`src/rtl/pipe_stage_buf.sv`:
```
// pipe_stage_buf: reusable inter-stage pipeline register with valid/ready handshake,
// synchronous flush and an optional one-entry skid buffer.
//
// Parameters
//   DATA_W        payload width in bits
//   SKID          1: main+skid storage with registered in_ready; 0: single register
//   ZERO_ON_FLUSH 1: storage data cleared when emptied by flush or pop; 0: data held
//
// Ports
//   clk        clock, all state updates on posedge
//   rst        asynchronous active-high reset
//   flush      synchronous kill; drops every held and incoming beat
//   in_valid   upstream beat present
//   in_ready   block can take a beat this cycle
//   in_data    upstream payload
//   out_valid  downstream beat present
//   out_ready  downstream takes the beat this cycle
//   out_data   oldest held beat
//   occupancy  number of beats held (0..2)
module pipe_stage_buf #(
  parameter int unsigned DATA_W        = 160,
  parameter int unsigned SKID          = 1,
  parameter int unsigned ZERO_ON_FLUSH = 1
) (
  input  logic              clk,
  input  logic              rst,
  input  logic              flush,
  input  logic              in_valid,
  output logic              in_ready,
  input  logic [DATA_W-1:0] in_data,
  output logic              out_valid,
  input  logic              out_ready,
  output logic [DATA_W-1:0] out_data,
  output logic [1:0]        occupancy
);

  localparam bit Zero = (ZERO_ON_FLUSH != 0);

  typedef enum logic [1:0] {StEmpty, StOne, StTwo} state_e;

  logic main_valid;
  logic skid_valid;
  logic push;
  logic pop;

  assign push      = in_valid & in_ready;
  assign pop       = out_valid & out_ready;
  assign out_valid = main_valid;
  assign occupancy = {1'b0, main_valid} + {1'b0, skid_valid};

  if (SKID != 0) begin : g_skid
    state_e            state_q, state_d;
    logic [DATA_W-1:0] main_q, main_d;
    logic [DATA_W-1:0] skid_q, skid_d;
    // in_ready comes straight from a flop so out_ready never reaches it combinationally.
    logic              ready_q;

    // State and storage registers.
    always_ff @(posedge clk or posedge rst) begin
      if (rst) begin
        state_q <= StEmpty;
        main_q  <= '0;
        skid_q  <= '0;
        ready_q <= 1'b1;
      end else begin
        state_q <= state_d;
        main_q  <= main_d;
        skid_q  <= skid_d;
        ready_q <= (state_d != StTwo);
      end
    end

    // Next-state logic.
    always_comb begin
      state_d = state_q;
      if (flush) begin
        state_d = StEmpty;
      end else begin
        unique case (state_q)
          StEmpty: if (push) state_d = StOne;
          StOne: begin
            if (push && !pop)      state_d = StTwo;
            else if (!push && pop) state_d = StEmpty;
          end
          StTwo:   if (pop) state_d = StOne;
          default: state_d = StEmpty;
        endcase
      end
    end

    // Storage update: main always holds the oldest beat, skid the younger one.
    always_comb begin
      main_d = main_q;
      skid_d = skid_q;
      if (flush) begin
        if (Zero) begin
          main_d = '0;
          skid_d = '0;
        end
      end else begin
        unique case (state_q)
          StEmpty: if (push) main_d = in_data;
          StOne: begin
            if (push && pop) begin
              main_d = in_data;
            end else if (push) begin
              skid_d = in_data;
            end else if (pop && Zero) begin
              main_d = '0;
            end
          end
          StTwo: begin
            if (pop) begin
              main_d = skid_q;
              if (Zero) skid_d = '0;
            end
          end
          default: ;
        endcase
      end
    end

    // Outputs.
    always_comb begin
      main_valid = (state_q != StEmpty);
      skid_valid = (state_q == StTwo);
      in_ready   = ready_q;
      out_data   = main_q;
    end
  end else begin : g_flat
    logic [DATA_W-1:0] main_q, main_d;
    logic              valid_q, valid_d;

    always_ff @(posedge clk or posedge rst) begin
      if (rst) begin
        valid_q <= 1'b0;
        main_q  <= '0;
      end else begin
        valid_q <= valid_d;
        main_q  <= main_d;
      end
    end

    // A push while popping refills main in the same cycle.
    always_comb begin
      valid_d = valid_q;
      main_d  = main_q;
      if (flush) begin
        valid_d = 1'b0;
        if (Zero) main_d = '0;
      end else if (push) begin
        valid_d = 1'b1;
        main_d  = in_data;
      end else if (pop) begin
        valid_d = 1'b0;
        if (Zero) main_d = '0;
      end
    end

    always_comb begin
      main_valid = valid_q;
      skid_valid = 1'b0;
      in_ready   = ~valid_q | out_ready;
      out_data   = main_q;
    end
  end

endmodule
```
`config.mk`:
```
export PLATFORM = sky130hd
export DESIGN_NAME = pipe_stage_buf
export DESIGN_NICKNAME = d
export VERILOG_FILES = /design/src/rtl/pipe_stage_buf.sv
export SDC_FILE = /design/constraint.sdc
export NUM_CORES = 1
export LEC_CHECK = 0
export CAP_MARGIN = 0
export CORE_MARGIN = 4
export CORE_UTILIZATION = 60
export CTS_BUF_LIST = sky130_fd_sc_hd__clkbuf_4 sky130_fd_sc_hd__clkbuf_8 sky130_fd_sc_hd__clkbuf_16
export CTS_CLUSTER_DIAMETER = 50
export DETAILED_ROUTE_END_ITERATION = 6
export DONT_BUFFER_PORTS = 1
export PLACE_DENSITY = 0.82
export SETUP_SLACK_MARGIN = 0.15
export SYNTH_ARGS = -nofsm -noshare
export SYNTH_HDL_FRONTEND = slang
export SYNTH_SLANG_ARGS = --single-unit
```
`constraint.sdc`:
```
create_clock -name clk -period 18.9 [get_ports clk]
set_clock_uncertainty 0.1 [all_clocks]
set_input_delay 3.78 -clock clk [delete_from_list [all_inputs] [get_ports clk]]
set_output_delay 3.78 -clock clk [all_outputs]
set_load 0.01 [all_outputs]
```
==> metrics.yaml, run 1 <==
finish:
  regArea_um2: 8080
  drive_gt1_share_pct: 7.86
  areaGrowthSynthToFinish_pct: 5.90
  antenna_cells: 0
  fin_util_pct: 64.4
  fin_nets: 2025
  multi_input_area_um2: 8380
  fillers: 2314
detailed_routing:
  wire_per_inst_um: 20.1
  drc_errors: 0
  dr_total_vias: 13900
  routed_wl_um: 45600
  avgViaCountPerCell: 6.14
  dr.pass1.iters: 5
  drt_iter0_drc: 1173
  detail-route-antenna-nets: 0
min_path:
  hold_path_class: "flip-flop to flip-flop"
  min_to: "out_data[63]$_DFFE_PP0P_"
  min_from: "out_data[63]$_DFFE_PP0P_"
  hold_depth: 2
sta:
  finalCritPeriodShare_pct: 32.1
  slew_viol_final: 0
  min_period_ns: 6.07
  fin_ws_ns: 12.83
  setup_viol: 0
  max_freq_mhz: 165
  relSlewSlack_pct: 19.2
  final.setup.tns_ns: 0
  hold_viol: 0
  rsz0062_at_grt: "no"
  worst_slew_pin_slew_ns: 1.21
cts:
  clk_latency_ns: 0.52
  cts_resized: 0
  clk_pin_slew_ns: 0.06
  postCtsSetupRepairBufs: 0
  holdBufCountCts: 0
  clock-sinks: 323
  cts-buffers-inserted: 39
  root_buffer: "clkbuf_16"
  cts_tree: "built"
  htreeDepth: 2
  cts_max_path_buffers: 3
pwr:
  comb_power_share_pct: 32.1
  intPower_mw: 1.64
  power_density_nw_per_um2: 145
  leakagePower_nw: 7.82
  p_sw_mw: 1.03
  pwr-share-seq_pct: 39.2
  peakVddDrop_v: 0.0000935
  pwr-share-clk_pct: 28.6
  switching_share_pct: 38.5
  p_total_mw: 2.66
global_routing:
  antenna_found_initial: 0
  grt_pass1_vias: 13800
  grt_pass1_wl_um: 73200
  grt_max_degree: 323
  grt.total_usage_pct: 28.0
  grt_overflow: 0
logic_synthesis:
  synth_top_cell_by_area: "dfrtp_1"
  synth_edf_count: 0
  yosys.area_share.adder_pct: 0.360
  syn-num-nets: 2146
  synth-xor-area-share_pct: 0.101
  yosys-top-cells-area: "dfrtp_1 (46%), nor2_1 (10%), mux2i_1 (9.2%), nor2b_1 (5.8%), a211oi_1 (4.7%)"
  synth.area.mux_share_pct: 9.35
  synthArstFlopShare_pct: 100
  ys_ff_latch: 323
  synth_flop_cell: "dfrtp_1"
  yosys.area_share.simple_pct: 24.8
  synth_compound_area_share_pct: 13.1
  synth_cells: 1976
  syn-cell-area_um2: 17400
  netlist.area_leader.share_pct: 46.3
  ys_types: 32
  yosysSeqAreaShare_pct: 46.5
  synth_top_family_by_area: "simple AND/OR/NAND/NOR gates"
  yosys_warnings: 0
  avgSynthCellArea_um2: 8.80
critical_path:
  cp_max_fo: 65
  cpMaxStageDelayCell: "ha_4"
  regToRegEndpoint: "g_skid.skid_q[29]$_DFFE_PP0P_"
  endpoint_kind: "output pin"
  worstRegToRegCells: 8
  r2r_start: "g_skid.state_q[0]$_DFF_PP0_"
  arrival_ns: 2.19
  worst_path_largest_cell_delay_ns: 0.73
  worstPathRequired_ns: 15.02
  r2r_setup_slack_ns: 14.83
  path_cells: "inv_1, ha_4, xnor2_1"
  worstSetupPathType: "flip-flop to output pin"
  cp-start-kind: "flip-flop"
place:
  gp_congestion: 0.798
  dpl.hpwl_um: 26400
  place_ws_ns: 12.45
  io_buffers: 0
job:
  maxCapViolations: 0
floorplanning:
  die_y_um: 178
  die_area_um2: 31800
  coreArea_um2: 28600
  start_util_pct: 60.8
  io_pins: 329
  rows: 62
  die_x_um: 178
run_status:
  status: "complete, no violations"
flip-flops by register name, indices dropped and copies added (netlist names):
name,cells
in_ready,1
g_skid.skid_q,160
g_skid.state_q,2
out_data,160
per-layer routing:
layer	global-route usage (%)	up-vias	part of all wire [%]
li1	-	6442	-
met1	34.8	6857	39
met2	45.3	524	47
met3	10.2	109	10
met4	9.66	0	3.6
met5	0	-	0
synth_stat cells, drive strengths merged, types with 3 or more instances:
| library cell | number |
|---|---|
| nor2 | 484 |
| dfrtp | 322 |
| nand2 | 163 |
| nor3 | 162 |
| mux2i | 161 |
| nor2b | 161 |
| a211oi | 160 |
| a21oi | 160 |
| clkbuf | 91 |
| buf | 88 |
| ha | 5 |
| inv | 4 |
| nand3 | 3 |
worst max-delay path: cells and delay by family, from the launching register on:
kind,cells,cell delay (ns)
buf+inv,1,0.23
flops,1,0.43
fa+ha+maj,1,0.73
xor+xnor,1,0.27
power groups by stage:
stage / clock, mW / combinational [mW] / sequential [mW]
after CTS: 0.775 / 0.855 / 1.04
final: 0.763 / 0.856 / 1.04
after global routing: 0.807 / 0.960 / 1.06
after floorplan: 0 / 0.745 / 0.999
after detailed placement: 0 / 0.849 / 1.05
after global placement: 0 / 0.816 / 1.05
through the flow:
| stage | hold WS, ns | area (µm²) | cells |
|---|---|---|---|
| after global placement | 0.499 | 17100 | 2198 |
| after CTS | 0.512 | 18400 | 2268 |
| after floorplan | 0.465 | 17400 | 1976 |
| after detailed placement | 0.500 | 17100 | 2198 |
| after global routing | 0.526 | 18400 | 2268 |
| final | 0.506 | 18400 | 2268 |
final cells by class:
cell class	count	area share [%]
clock buffer	57	6.26
clock inverter	13	0.951
inverter	4	0.122
multi-input combinational	1470	45.5
sequential	323	43.9
tap	384	2.61
timing repair buffer	17	0.693
worst max path at each step:
stage / startpoint / depth (start not counted) / to / slack [ns]
4_1_cts: g_skid.state_q[0]$_DFF_PP0_ / 3 / occupancy[0] / 12.77
6_report: g_skid.state_q[0]$_DFF_PP0_ / 3 / occupancy[0] / 12.83
3_5_place_dp: rst / 3 / g_skid.skid_q[150]$_DFFE_PP0P_ / 12.45
2_1_floorplan: rst / 1 / g_skid.skid_q[0]$_DFFE_PP0P_ / 6.08
3_3_place_gp: rst / 3 / out_data[150]$_DFFE_PP0P_ / 12.48
5_1_grt: rst / 3 / g_skid.skid_q[150]$_DFFE_PP0P_ / 12.66
layout by cell type, fill, tap and decap left out, types with 2 or more instances in the layout:
master | Yosys | routed
a211oi_1 | 110 | 110
a211oi_2 | 50 | 50
a21oi_1 | 160 | 160
buf_4 | 14 | 17
bufinv_16 | 0 | 3
clkbuf_16 | 0 | 40
clkbuf_4 | 0 | 13
clkbuf_8 | 0 | 4
clkinv_2 | 0 | 2
clkinv_4 | 0 | 2
clkinvlp_4 | 0 | 2
dfrtp_1 | 322 | 322
ha_1 | 5 | 3
ha_4 | 0 | 2
inv_1 | 4 | 3
inv_6 | 0 | 3
mux2i_1 | 160 | 160
nand2_1 | 163 | 163
nand3_1 | 3 | 3
nor2_1 | 482 | 482
nor2b_1 | 161 | 161
nor3_1 | 162 | 162
cell families after synthesis:
logic type | after synthesis
AND/OR/NAND/NOR | 977
flip-flops | 323
AO/OA/AOI/OAI | 324
XOR/XNOR | 2
adder cells (fa/ha/maj) | 5
multiplexers | 162
buffers and inverters | 183
(Power assumes the default switching activity.)
==> inputs of run 2 (changes only) <==
--- a/config.mk
+++ b/config.mk
@@ -7,7 +7,7 @@
 export LEC_CHECK = 0
 export CAP_MARGIN = 0
 export CORE_MARGIN = 4
-export CORE_UTILIZATION = 60
+export CORE_UTILIZATION = 58
 export CTS_BUF_LIST = sky130_fd_sc_hd__clkbuf_4 sky130_fd_sc_hd__clkbuf_8 sky130_fd_sc_hd__clkbuf_16
 export CTS_CLUSTER_DIAMETER = 50
 export DETAILED_ROUTE_END_ITERATION = 6
==> constraint.sdc (replaced) <==
create_clock -name clk -period 5.25 [get_ports clk]
set_clock_uncertainty 0.1 [all_clocks]
set_input_delay 1.05 -clock clk [delete_from_list [all_inputs] [get_ports clk]]
set_output_delay 1.05 -clock clk [all_outputs]
set_load 0.01 [all_outputs]
==> run 2 against run 1 <==
Utilization shrank 2.3 points. Die area grew 3.3%. Sequential share of layout area is essentially flat. Final cell count is the same. Combinational power grew to 3.6 times the previous value. First-iteration DRC count shrank 10%. Via count shrank 0.24%. Total power grew to 3.6 times the previous value. Critical endpoint is now g_skid.skid_q[41]$_DFFE_PP0P_. Largest power group unchanged. Highest routed layer unchanged.
==> metrics.yaml, run 2 (same netlist as run 1, synthesis figures left out) <==
finish:
  fin_nets: 2025
  final_cells: 2268
  drive_gt1_share_pct: 7.56
  final_common_cell: "nor2_1"
  post-route-cell-area_um2: 18400
  antenna_cells: 0
  layout_common_cells: "nor2_1 (482), dfrtp_1 (322), nand2_1 (163)"
  areaGrowthSynthToFinish_pct: 5.80
sta:
  slew_viol_final: 0
  setup_viol: 0
  hold_viol: 0
  final.setup.tns_ns: 0
  worst_slew_pin_slew_ns: 1.25
  max_freq_mhz: 294
  rsz0062_at_grt: "no"
  min_period_ns: 3.40
  holdWs_ns: 0.195
  finalCritPeriodShare_pct: 64.8
  relSlewSlack_pct: 16.8
global_routing:
  grt_max_degree: 323
  grt.total_usage_pct: 26.9
  grt_pass1_wl_um: 74300
  grt_pass1_vias: 13800
  antenna_found_initial: 0
  grt_overflow: 0
pwr:
  peakVddDrop_v: 0.000370
  p_sw_mw: 3.68
  comb_power_share_pct: 32.8
  p_total_mw: 9.45
  pwr-share-clk_pct: 27.5
  power_density_nw_per_um2: 514
  pwr-share-seq_pct: 39.8
  intPower_mw: 5.77
  switching_share_pct: 38.9
  leakagePower_nw: 7.79
floorplanning:
  coreArea_um2: 29600
  io_pins: 329
  start_util_pct: 58.7
  die_y_um: 181
  rows: 63
  die_x_um: 181
  die_area_um2: 32800
detailed_routing:
  dr_total_vias: 13900
  drc_errors: 0
  avgViaCountPerCell: 6.13
  wire_per_inst_um: 20.1
  detail-route-antenna-nets: 0
  drt_iter0_drc: 1055
  dr.pass1.iters: 6
  routed_wl_um: 45500
place:
  gp_congestion: 0.852
  place_inst: 2205
  dpl.hpwl_um: 26300
  io_buffers: 0
  dpl_cell_area_um2: 17200
cts:
  postCtsSetupRepairBufs: 0
  clock-sinks: 323
  cts_resized: 0
  cts_max_path_buffers: 3
  htreeDepth: 2
  clk_latency_ns: 0.51
  root_buffer: "clkbuf_16"
  clk_pin_slew_ns: 0.06
  holdBufCountCts: 0
  cts-buffers-inserted: 38
  cts_tree: "built"
critical_path:
  r2r_start: "g_skid.state_q[0]$_DFF_PP0_"
  worstSetupPathType: "flip-flop to flip-flop"
  worstPathRequired_ns: 5.52
  path_cells: "inv_1, ha_4, buf_4, nor4bb_4, buf_12, nor2b_1, mux2i_1, nor2_1"
  cp_max_fo: 126
  worstRegToRegCells: 8
  arrival_ns: 3.67
  cp-start-kind: "flip-flop"
  endpoint_kind: "flip-flop"
  worst_path_largest_cell_delay_ns: 0.68
  r2r_setup_slack_ns: 1.85
  cpMaxStageDelayCell: "buf_4"
  regToRegEndpoint: "g_skid.skid_q[41]$_DFFE_PP0P_"
min_path:
  hold_path_class: "input pin to async pin"
run_status:
  status: "complete, no violations"
job:
  maxCapViolations: 0
## run 2: cell types whose count changed in the layout (fill, tap and decap cells not counted), sizes merged
cell,previous run,this run
buf,17,18
bufinv,3,2
clkbuf,57,49
clkinv,5,6
clkinvlp,2,3
## run 2: power by group through the flow
| stage | Combinational, mW | Clock (mW) | Sequential, mW |
|---|---|---|---|
| CTS | 3.09 | 2.64 | 3.76 |
| global placement | 2.95 | 0 | 3.79 |
| detailed placement | 3.07 | 0 | 3.80 |
| finish | 3.10 | 2.60 | 3.76 |
| floorplan | 2.68 | 0 | 3.60 |
| global route | 3.49 | 2.76 | 3.82 |
## run 2: worst max-delay path by stage
stage                                      startpoint                             end  cells after the start
after floorplan                                   rst    g_skid.skid_q[0]$_DFFE_PP0P_                      1
after global placement    g_skid.state_q[0]$_DFF_PP0_  g_skid.skid_q[158]$_DFFE_PP0P_                      8
after detailed placement  g_skid.state_q[0]$_DFF_PP0_  g_skid.skid_q[127]$_DFFE_PP0P_                      8
after CTS                 g_skid.state_q[0]$_DFF_PP0_  g_skid.skid_q[127]$_DFFE_PP0P_                      8
after global routing      g_skid.state_q[0]$_DFF_PP0_   g_skid.skid_q[24]$_DFFE_PP0P_                      8
final                     g_skid.state_q[0]$_DFF_PP0_   g_skid.skid_q[41]$_DFFE_PP0P_                      8
## run 2: layer usage
metal / GRT usage (%) / wire (µm) / vias up
met2: 42.0 / 21200 / 571
met1: 36.2 / 18500 / 6797
met3: 7.53 / 4220 / 106
met4: 9.43 / 1500 / 0
li1: - / - / 6425
met5: 0 / 0 / -
## run 2: cell type report
type	count	area, µm²
Tap cell	390	488
Inverter	4	18.8
Clock buffer	49	1080
Sequential cell	323	8080
Fill cell	2389	11200
Multi-Input combinational cell	1470	8380
Timing Repair Buffer	18	198
Clock inverter	14	161
## run 2: critical path: cells and delay by family (launching register included)
family / cells / cell delay, ns
buf+inv: 3 / 1.42
fa+ha+maj: 1 / 0.49
mux: 1 / 0.17
flops: 1 / 0.42
simple gates: 3 / 0.60
## run 2: stage by stage
stage                     util [%]  setup WS, ns
after floorplan                  -        -0.208
after global placement        57.9          2.01
after detailed placement      57.9          1.88
after CTS                     62.1          1.86
after global routing          62.1          1.63
final                         62.1          1.85
